===== config.mk =====
export PLATFORM = sky130hd
export DESIGN_NAME = ysyx_22041211_pc_gen
export DESIGN_NICKNAME = d
export VERILOG_FILES = /design/src/rtl/ysyx_22041211_pc_gen.sv
export SDC_FILE = /design/constraint.sdc
export NUM_CORES = 1
export LEC_CHECK = 0
export ABC_AREA = 0
export BUFFER_PORTS_ARGS = -buffer_cell sky130_fd_sc_hd__buf_2
export CAP_MARGIN = 20
export CORE_UTILIZATION = 45
export CTS_CLUSTER_SIZE = 8
export DETAILED_ROUTE_END_ITERATION = 6
export GPL_TIMING_DRIVEN = 0
export PLACE_DENSITY = 0.69
export SYNTH_ARGS = -nofsm -noshare
export SYNTH_HDL_FRONTEND = slang
export SYNTH_SLANG_ARGS = --single-unit

===== constraint.sdc =====
create_clock -name clk -period 1.9 [get_ports clk]
set_input_delay 0.095 -clock clk [delete_from_list [all_inputs] [get_ports clk]]
set_output_delay 0.095 -clock clk [all_outputs]
set_load 0.01 [all_outputs]

===== src/rtl/ysyx_22041211_pc_gen.sv =====
// Program-counter generator: holds the architectural PC, issues it to fetch over a
// valid/ready handshake and advances it on instruction completion.
// Optional target alignment check: define YSYX_22041211_PC_ALIGN_CHECK_EN.
module ysyx_22041211_pc_gen #(
  parameter int unsigned         DATA_LEN  = 32,
  parameter logic [DATA_LEN-1:0] RESET_VAL = DATA_LEN'(32'h8000_0000)
) (
  input  logic                clk,
  input  logic                rst,
  output logic [DATA_LEN-1:0] pc_old,
  input  logic [DATA_LEN-1:0] pcBranch,
  input  logic                branch_taken,
  input  logic                inst_done,
  output logic                if_valid,
  input  logic                if_ready,
  output logic [63:0]         inst_cnt,
  output logic                misalign_err
);

`ifdef YSYX_22041211_PC_ALIGN_CHECK_EN
  typedef enum logic [1:0] {
    S_FETCH = 2'd0,
    S_EXEC  = 2'd1,
    S_HALT  = 2'd2
  } state_e;
`else
  typedef enum logic {
    S_FETCH = 1'b0,
    S_EXEC  = 1'b1
  } state_e;
`endif

  state_e              state_q, state_d;
  logic [DATA_LEN-1:0] pc_q, pc_d;
  logic [63:0]         cnt_q, cnt_d;
`ifdef YSYX_22041211_PC_ALIGN_CHECK_EN
  logic                misalign_q, misalign_d;
`endif

  // NOTE: every signal assigned here gets a default first, so no path leaves it
  // unassigned and no latch is inferred.
  always_comb begin
    state_d = state_q;
    pc_d    = pc_q;
    cnt_d   = cnt_q;
`ifdef YSYX_22041211_PC_ALIGN_CHECK_EN
    misalign_d = 1'b0;
`endif
    unique case (state_q)
      // if_valid is high throughout FETCH outside reset, and reset overrides the
      // register update anyway, so if_ready alone marks the transfer.
      S_FETCH: begin
        if (if_ready) state_d = S_EXEC;
      end
      S_EXEC: begin
        if (inst_done) begin
          cnt_d   = cnt_q + 64'd1;
          state_d = S_FETCH;
`ifdef YSYX_22041211_PC_ALIGN_CHECK_EN
          if (branch_taken && (pcBranch[1:0] != 2'b00)) begin
            misalign_d = 1'b1;
            state_d    = S_HALT;
          end else begin
            pc_d = branch_taken ? pcBranch : pc_q + DATA_LEN'(4);
          end
`else
          pc_d = branch_taken ? pcBranch : pc_q + DATA_LEN'(4);
`endif
        end
      end
`ifdef YSYX_22041211_PC_ALIGN_CHECK_EN
      S_HALT: begin
        state_d = S_HALT;
      end
`endif
      default: state_d = S_FETCH;
    endcase
  end

  // NOTE: state registers use non-blocking assignments so every register samples
  // the pre-edge values regardless of statement order.
  always_ff @(posedge clk) begin
    if (rst) begin
      state_q <= S_FETCH;
      pc_q    <= RESET_VAL;
      cnt_q   <= '0;
`ifdef YSYX_22041211_PC_ALIGN_CHECK_EN
      misalign_q <= 1'b0;
`endif
    end else begin
      state_q <= state_d;
      pc_q    <= pc_d;
      cnt_q   <= cnt_d;
`ifdef YSYX_22041211_PC_ALIGN_CHECK_EN
      misalign_q <= misalign_d;
`endif
    end
  end

  // rst -> if_valid is the only combinational input-to-output path.
  assign if_valid = (state_q == S_FETCH) && !rst;
  assign pc_old   = pc_q;
  assign inst_cnt = cnt_q;
`ifdef YSYX_22041211_PC_ALIGN_CHECK_EN
  assign misalign_err = misalign_q;
`else
  assign misalign_err = 1'b0;
`endif

endmodule


Word level (Yosys, flattened, before mapping)
Index checks and enable logic that the tools add are counted.
{"block": "word_totals", "reg_bits": 97, "inputBits": 37, "output_inout_bits": 98, "word_cells": 13}
{"block": "classes", "n_addsub": 2, "muxes": 4, "n_bitwise": 1, "n_reduce_logical": 3}
{"cell": "$add A64 B1 Y64 const B", "count": 1}
{"cell": "$add A32 B3 Y32 const B", "count": 1}
{"cell": "$mux W32", "count": 1}
{"cell": "$mux W1", "count": 2}
{"cell": "$pmux W1 S2", "count": 1}
{"cell": "$reduce_and A2 Y1", "count": 1}
{"cell": "$logic_and A1 B1 Y1", "count": 1}
{"cell": "$logic_not A1 Y1", "count": 1}
{"cell": "$not A1 Y1", "count": 1}

Depth between registers and ports, before layout
Gate-level depths: netlist (run 1).
{"block": "depth", "word_depth": 2, "depth_mapped": 8, "mapped_depth_nobuf": 6}

Worst setup path before layout (run 1)
OpenSTA, ideal clock, no wires.
{"block": "synth_timing", "kind": "register to register", "from": "register cnt_q[0], in the netlist inst_cnt[0]", "to": "register cnt_q[56], in the netlist inst_cnt[56]", "setup_time_ns": 0.070, "arrival_ns": 1.907, "required_ns": 1.830, "setup_slack_ns": -0.078, "stages_incl_launch_ff": 9, "path_buffers": 2, "period_less_slack_ns": 1.978, "cell_sequence": "dfxtp_1 > ha_1 > and3_1 > and2_1 > clkbuf_2 > nand4_1 > clkbuf_1 > or4_1 > a21oi_1"}
{"block": "synth_via", "elab_chain_len": 1}
{"item": "start: declaration", "line_no": "35", "rtl": "logic [63:0] cnt_q, cnt_d;"}
{"item": "start signal: assignment", "line_no": "93", "rtl": "cnt_q <= cnt_d;"}
{"item": "$add A64 B1 Y64", "line_no": "57", "rtl": "cnt_d = cnt_q + 64'd1;"}
Every way passes these cells.
A chain may end at the register's enable or synchronous reset.

Worst setup path after layout (run 1)
{"block": "layout_timing", "from": "register cnt_q[15], in the netlist inst_cnt[15]", "to": "register cnt_q[63], in the netlist inst_cnt[63]"}
The elaborated chain is that of the path after synthesis.

==> metrics, run 1 <==
status=finished with violations; failing checks=setup timing; Net Sw Frac=24.7%; TritonCTS buffer count=9; RSZ-0062 raised after global routing=true; DRC viols=0; Reg2Reg Depth=6; Critical Path Start Type=flop; post-route cell area=7150 sq um; MaxCap Viol Count=0; GR Util met2=47.1%; clock power share=44.6%; critical-path cell list=and4_4 > and4_4 > nand4_4 > buf_6 > or4_4 > a21oi_2; yosys synthesis warning count=0; Top FF cell, synth=dfxtp_1; Die H=109 um; vias in the first global route=5,407; sequential power share=48.4%; Tot GR Track Use=28.9%; slowest stage delay, CP=0.48 ns; post-synthesis mux area share=0.777%; clock buffer depth=2; #FFs+latches synth=97; Worst-Skew Late Latency=0.35 ns; H-tree depth=3; Core ar.=11,000 sq um; hold buffers post-CTS=0; post-synthesis simple-gate area fraction=32.0%; Min-Delay Path Depth=3; Adder-Cell Fraction of Synth Area=0.486%; Vias/cell=6.11; Max FO, Critical Path=6; global-route wire length before repair=26,900 um; io pins=135; clk sinks=97; Worst Hold Class=in -> reg; Hold Startpoint=if_ready; Post-synth ARST share=0%; setup ws final=-0.0736 ns; grt total ovfl=0; die area=11,900 sq um; final period utilization=104%; Port Buffers=131; area delta synth->final=38.8%; Final HPWL DP=11,500 um; DIE WIDTH=109 um; Worst Hold Path EP=state_q; main combinational cell family by area after synthesis=simple AND/OR/NAND/NOR gates; CP required=2.18 ns; CP bufs+invs=1; GRT busiest layer=met2; final net count=875; Post-synth EDFFs=0; post-synthesis compound-gate area fraction=19.8%; worst-margin pin slew=0.668 ns; syn nets=694; TritonCTS clock tree=done; M3 GR Usage=3.95%; XOR/XNOR Fraction of Synth Area=4.25%; initial core utilization=46.9%; synth unique cells=52; P per Cell Area=603 nW/um^2; n_diodes=0; clock root buffer=clkbuf_16; post-route ant nets=0; R2R setup slack=-0.07 ns; internal power=3.24 mW; vias post-DR=5,994; Final Max Slew Viols=0; clock skew=0.00904 ns; Slew headroom=55.5%; initial antenna violation count=0; CP arrival=2.25 ns; Seq/Total Area, Yosys=37.7%; Min Clock Period, post-route=1.97 ns; critical path type=reg -> reg; Comb power frac=7.0%; WL final=17,600 um; Routed WL per cell=17.9 um; met1 GRT Util=38.2%; Syn Std Cell Area=5150 sq um; peak supply drop=0.386 mV; Initial DRC Count=481; synthesized area per cell=7.86 sq um; endpoints failing hold=0; r2r startpoint=inst_cnt[15]; CP dominant cell by count=and4_4; fmax=507 MHz; critical path endpoint category=flop; area post-placement=5990 sq um; P_leak=2.76 nW; Switch Pwr=1.06 mW; num rows=38; CP delay by family, top=simple AND/OR/NAND/NOR gates; Reg clk slew, reported paths=0.07 ns; Slowest-stage cell, CP=or4_4; WHS=0.00399 ns; Post-Synthesis Cells=655; largest net degree at the start of global routing=16; Final Setup Violations=2; gp weighted congestion=0.930; r2r endpoint=inst_cnt[63]; DRT Pass-1 Iters=5; layout cell share with drive strength beyond 1=39.7%
[cell usage in the layout, fill, tap and decap left out, types with 13 or more instances in the layout]
cell type,synthesis,layout
buf_4,1,41
dfxtp_1,97,40
o21ai_0,25,24
and3_1,16,14
nand4_1,24,24
nor2_1,59,57
o31ai_1,32,22
xnor2_1,22,22
nand2_1,53,53
nand3_1,34,30
clkbuf_1,37,21
or4_1,32,22
dfxtp_2,0,44
nor3_1,24,22
dfxtp_4,0,13
a21oi_1,65,56
inv_1,19,19
buf_2,2,132
[per-layer routing]
metal / part of all wire, % / up-vias
li1: - / 2818
met1: 42 / 2853
met2: 48 / 293
met3: 7.9 / 30
met4: 2.1 / 0
met5: 0 / -
[sequential cells by signal, summed over array words and instances, names as in the netlist]
signal,cells
inst_cnt,64
pc_old,32
state_q,1
[cell usage after synthesis, types with 2 or more instances]
| cell type | number | area (sq um) |
|---|---|---|
| o41ai_1 | 3 | 26.3 |
| a211oi_1 | 2 | 15.0 |
| a32o_1 | 3 | 30.0 |
| a22o_1 | 3 | 26.3 |
| nand2b_1 | 2 | 12.5 |
| nand2_1 | 53 | 199 |
| mux2i_1 | 4 | 40.0 |
| o21ai_0 | 25 | 125 |
| nand3_1 | 34 | 170 |
| nor2_1 | 59 | 221 |
| a22oi_1 | 5 | 37.5 |
| ha_1 | 2 | 25.0 |
| xor2_1 | 3 | 26.3 |
| buf_2 | 2 | 10.0 |
| or4_1 | 32 | 240 |
| and3_1 | 16 | 100 |
| or3_1 | 10 | 62.6 |
| xnor2_1 | 22 | 193 |
| and4_4 | 2 | 22.5 |
| a31oi_1 | 9 | 56.3 |
| nand4_2 | 2 | 25.0 |
| nor3_1 | 24 | 120 |
| nand4_1 | 24 | 150 |
| o31ai_1 | 32 | 240 |
| buf_1 | 3 | 11.3 |
| a31o_2 | 4 | 35.0 |
| clkbuf_1 | 37 | 139 |
| a21o_1 | 2 | 15.0 |
| a21oi_1 | 65 | 325 |
| and4_1 | 17 | 149 |
| a311oi_1 | 2 | 17.5 |
| and2_1 | 9 | 56.3 |
| inv_1 | 19 | 71.3 |
| a311o_1 | 2 | 20.0 |
| dfxtp_1 | 97 | 1940 |
| nor4_1 | 9 | 56.3 |
[repair_timing]
action | CTS | global route
endpoints found under the setup margin | 64 | 73
buffers inserted | 34 | 11
pin swaps | 25 | 37
gates resized for setup | 82 | 102
endpoints found under the hold margin | 0 | 0
[logic make-up (layout without fill, tap and decap cells)]
family	after synthesis	in the layout
AOI/OAI and AO/OA	163	163
xor gates and xnor gates	25	25
adders and majority gates	2	2
buffers and inverters	64	250
DFF	97	97
muxes	4	4
other	1	1
and+or+nand+nor	299	299
[power groups by stage]
stage / Clock (mW) / Sequential [mW] / Combinational (mW)
2_1_floorplan: 0 / 2.14 / 0.151
3_3_place_gp: 0 / 2.14 / 0.283
3_5_place_dp: 0 / 2.14 / 0.286
4_1_cts: 1.91 / 2.09 / 0.292
5_1_grt: 2.01 / 2.09 / 0.327
6_report: 1.92 / 2.08 / 0.302
[worst min-delay path: cells and delay by family]
family	cells	cell delay (ns)
and+or+nand+nor	1	0.08
muxes	1	0.06
buffers and inverters	1	0.09
[area by class of cell]
type | count | area [sq um]
inverter | 19 | 71.3
fill | 929 | 3840
sequential | 97 | 2050
clock buffer | 11 | 253
tap | 140 | 175
multi-input combinational | 494 | 3320
clock inverter | 5 | 53.8
buffer | 39 | 210
timing repair buffer | 176 | 1020
[metrics by stage]
step           worst slack, ns  utilization (%)  total power [mW]  instances  TNS [ns]
2_1_floorplan         0.000266                -              2.29        655         0
3_3_place_gp            -0.330             54.5              2.42        926    -10.19
3_5_place_dp            -0.356             54.5              2.43        926    -12.10
4_1_cts                -0.0440             61.8              4.29        972    -0.261
5_1_grt                 -0.108             65.1              4.42        981    -0.708
6_report               -0.0736             65.1              4.31        981   -0.0953
[worst max-delay path by stage]
| stage | startpoint | to | cells past startpoint |
|---|---|---|---|
| 2_1_floorplan | inst_cnt[21] | inst_cnt[40] | 6 |
| 3_3_place_gp | pc_old[2] | pc_old[26] | 6 |
| 3_5_place_dp | pc_old[2] | pc_old[26] | 6 |
| 4_1_cts | inst_cnt[1] | inst_cnt[55] | 7 |
| 5_1_grt | inst_cnt[17] | inst_cnt[63] | 6 |
| 6_report | inst_cnt[15] | inst_cnt[63] | 6 |
No activity file was read; power rests on OpenSTA's default activity.
==> run 2, diff against run 1 <==
--- a/config.mk
+++ b/config.mk
@@ -5,14 +5,14 @@
 export SDC_FILE = /design/constraint.sdc
 export NUM_CORES = 1
 export LEC_CHECK = 0
-export ABC_AREA = 0
+export ABC_AREA = 1
 export BUFFER_PORTS_ARGS = -buffer_cell sky130_fd_sc_hd__buf_2
 export CAP_MARGIN = 20
-export CORE_UTILIZATION = 45
+export CORE_UTILIZATION = 50
 export CTS_CLUSTER_SIZE = 8
 export DETAILED_ROUTE_END_ITERATION = 6
 export GPL_TIMING_DRIVEN = 0
-export PLACE_DENSITY = 0.69
+export PLACE_DENSITY = 0.75
 export SYNTH_ARGS = -nofsm -noshare
 export SYNTH_HDL_FRONTEND = slang
 export SYNTH_SLANG_ARGS = --single-unit
==> run 2 against run 1 <==
Against the previous run:
- the run ends with DRC left
- utilization down 1.2 points
- clock-buffer cell count up 1
- sequential cell count unchanged
- global-route usage up 2.0 points
- hold slack better by 0.00063 ns
- critical path depth up 2
- combinational power up 5%
- final area up 3.4%
- critical path type unchanged
==> metrics, run 2 <==
status=finished with violations; failing checks=DRC; WL final=19,000 um; DRT Pass-1 Iters=7; Vias/cell=5.42; Top FF cell, synth=dfxtp_1; clock buffer depth=2; largest cells by area after synthesis=dfxtp_1 (32%), nand2_1 (16%), nor2_1 (11%); Slew headroom=54.3%; critical path type=reg -> reg; Die H=112 um; worst-margin pin slew=0.685 ns; Final Max Slew Viols=0; critical-path cell list=ha_2 > nand3_2 > nor2_1 > nand4_1 > nor3_1 > nand4_1 > nand2_1 > nor2_1; H-tree depth=3; global-route wire length before repair=30,400 um; MaxCap Viol Count=0; area delta synth->final=22.6%; clock power share=45.7%; largest net degree at the start of global routing=16; Post-Synthesis Cells=987; TritonCTS clock tree=done; syn nets=1,026; WHS=0.00462 ns; r2r startpoint=inst_cnt[0]; Final Setup Violations=0; most frequent cells in the layout=nand2_1 (247), nor2_1 (169), inv_1 (135); WL met3=1450 um; slowest stage delay, CP=0.41 ns; Fillers=1,132; n_diodes=0; Worst Hold Path EP=pc_old[1]; dpl cells=1,261; CP delay by family, top=simple AND/OR/NAND/NOR gates; CP arrival=2.06 ns; Critical Path Start Type=flop; post-synth top area cell=dfxtp_1; main combinational cell family by area after synthesis=simple AND/OR/NAND/NOR gates; Switch Pwr=1.08 mW; P per Cell Area=602 nW/um^2; CP required=2.16 ns; XOR/XNOR Fraction of Synth Area=2.03%; Reg clk slew, reported paths=0.07 ns; synth unique cells=43; Core ar.=11,600 sq um; endpoints failing hold=0; Port Buffers=131; most common cell after layout, fill and taps aside=nand2_1; Reg2Reg Depth=8; sequential power share=47.2%; clk sinks=97; Comb power frac=7.1%; P_leak=3.20 nW; final net count=1,176; R2R setup slack=0.10 ns; critical path endpoint category=flop; TritonCTS buffer count=9; num rows=39; DR top layer=met4; vias in the first global route=6,154; peak supply drop=0.467 mV; clock skew=0.00450 ns; gp weighted congestion=0.973; Routed WL per cell=14.8 um; Syn Std Cell Area=6030 sq um; synthesized area per cell=6.11 sq um; DIE WIDTH=112 um; post-synthesis simple-gate area fraction=45.7%; Worst Hold Class=in -> reg; fmax=556 MHz; layout cell share with drive strength beyond 1=19.2%; Final HPWL DP=14,600 um; Seq/Total Area, Yosys=32.2%; Worst-Skew Late Latency=0.36 ns; setup TNS=0 ns; Post-synth ARST share=0%; count leader, synth=nand2_1; r2r endpoint=inst_cnt[52]; post-synthesis compound-gate area fraction=9.11%; post-route cell area=7390 sq um; internal power=3.37 mW; Min Clock Period, post-route=1.80 ns; grt total ovfl=0; Synth top area share=32.2%; Adder-Cell Fraction of Synth Area=0.415%; fin util=63.9%; CP bufs+invs=0; Initial DRC Count=557; initial antenna violation count=0; area post-placement=6860 sq um; post-synthesis mux area share=0.166%; Hold Startpoint=pcBranch[1]; final period utilization=94.7%; initial core utilization=52.1%; Max FO, Critical Path=5; #FFs+latches synth=97; die area=12,500 sq um; Largest register FFs=64; RSZ-0062 raised after global routing=true; clock root buffer=clkbuf_16; vias post-DR=6,965; post-route ant nets=0; io pins=135; Post-synth top cells=nand2_1 (249), nor2_1 (178), inv_1 (135); Min-Delay Path Depth=3; DRC viols=6; Net Sw Frac=24.2%; Post-synth EDFFs=0; met2 WL=8550 um; fin cells=1,285; M1 WL=8450 um; yosys synthesis warning count=0; Slowest-stage cell, CP=nor3_1; Tot GR Track Use=30.9%
-- run 2: cell families (layout without fill, tap and decap cells) --
kind of cell	Yosys count	after routing
AND/OR/NAND/NOR	612	612
flip-flops	97	97
XOR/XNOR	14	14
other	1	1
buffers and inverters	158	313
multiplexers	1	1
AO/OA/AOI/OAI	102	102
adder cells (fa/ha/maj)	2	2
-- run 2: final cells by class --
class / instances / area, sq um / share of cell area [%]
flip-flops and latches: 97 / 1950 / 26.4
well taps: 143 / 179 / 2.42
clock inverters: 4 / 76.3 / 1.03
plain buffers: 20 / 100 / 1.35
multi-input cells: 732 / 3580 / 48.4
inverters: 138 / 522 / 7.06
repair buffers: 139 / 738 / 9.99
clock buffers: 12 / 246 / 3.34
-- run 2: worst max-delay path by stage --
| stage | cells after the start | slack, ns | end | from |
|---|---|---|---|---|
| after floorplan | 9 | 0.25 | inst_cnt[24] | inst_cnt[0] |
| after global placement | 10 | -0.04 | inst_cnt[60] | inst_cnt[1] |
| after detailed placement | 10 | -0.09 | inst_cnt[60] | inst_cnt[1] |
| after CTS | 7 | 0.009 | inst_cnt[43] | inst_cnt[27] |
| after global routing | 9 | -0.03 | inst_cnt[60] | inst_cnt[20] |
| final | 8 | 0.10 | inst_cnt[52] | inst_cnt[0] |
-- run 2: repair_timing --
item | 4_1_cts | 5_1_grt
hold endpoints to repair | 4 | 0
hold buffers | 4 | 0
cloned | 0 | 0
setup endpoints to repair | 7 | 32
pin swaps | 0 | 5
gates resized for setup | 7 | 27
setup buffers | 0 | 4
-- run 2: per-stage QoR --
step	power [mW]	setup slack, ns
floorplan	2.32	0.249
global placement	2.45	-0.0403
detailed placement	2.45	-0.0859
CTS	4.46	0.00903
global route	4.58	-0.0315
finish	4.45	0.101
-- run 2: per-layer routing --
metal | GRT usage, % | vias up
met4 | 15.3 | 0
met3 | 3.54 | 42
met2 | 48.7 | 305
li1 | - | 3458
met1 | 41.9 | 3160
met5 | 0 | -
-- run 2: tightest hold or removal path, cell delays in order --
cell	delay [ns]
buf_2	0.09
nand3_1	0.07
a21oi_1	0.06
-- run 2: power by group through the flow --
stage               Combinational (mW)  Clock [mW]  Sequential, mW
floorplan                        0.165           0            2.15
global placement                 0.304           0            2.15
detailed placement               0.307           0            2.15
CTS                              0.315        2.05            2.10
global route                     0.351        2.13            2.10
finish                           0.317        2.03            2.10
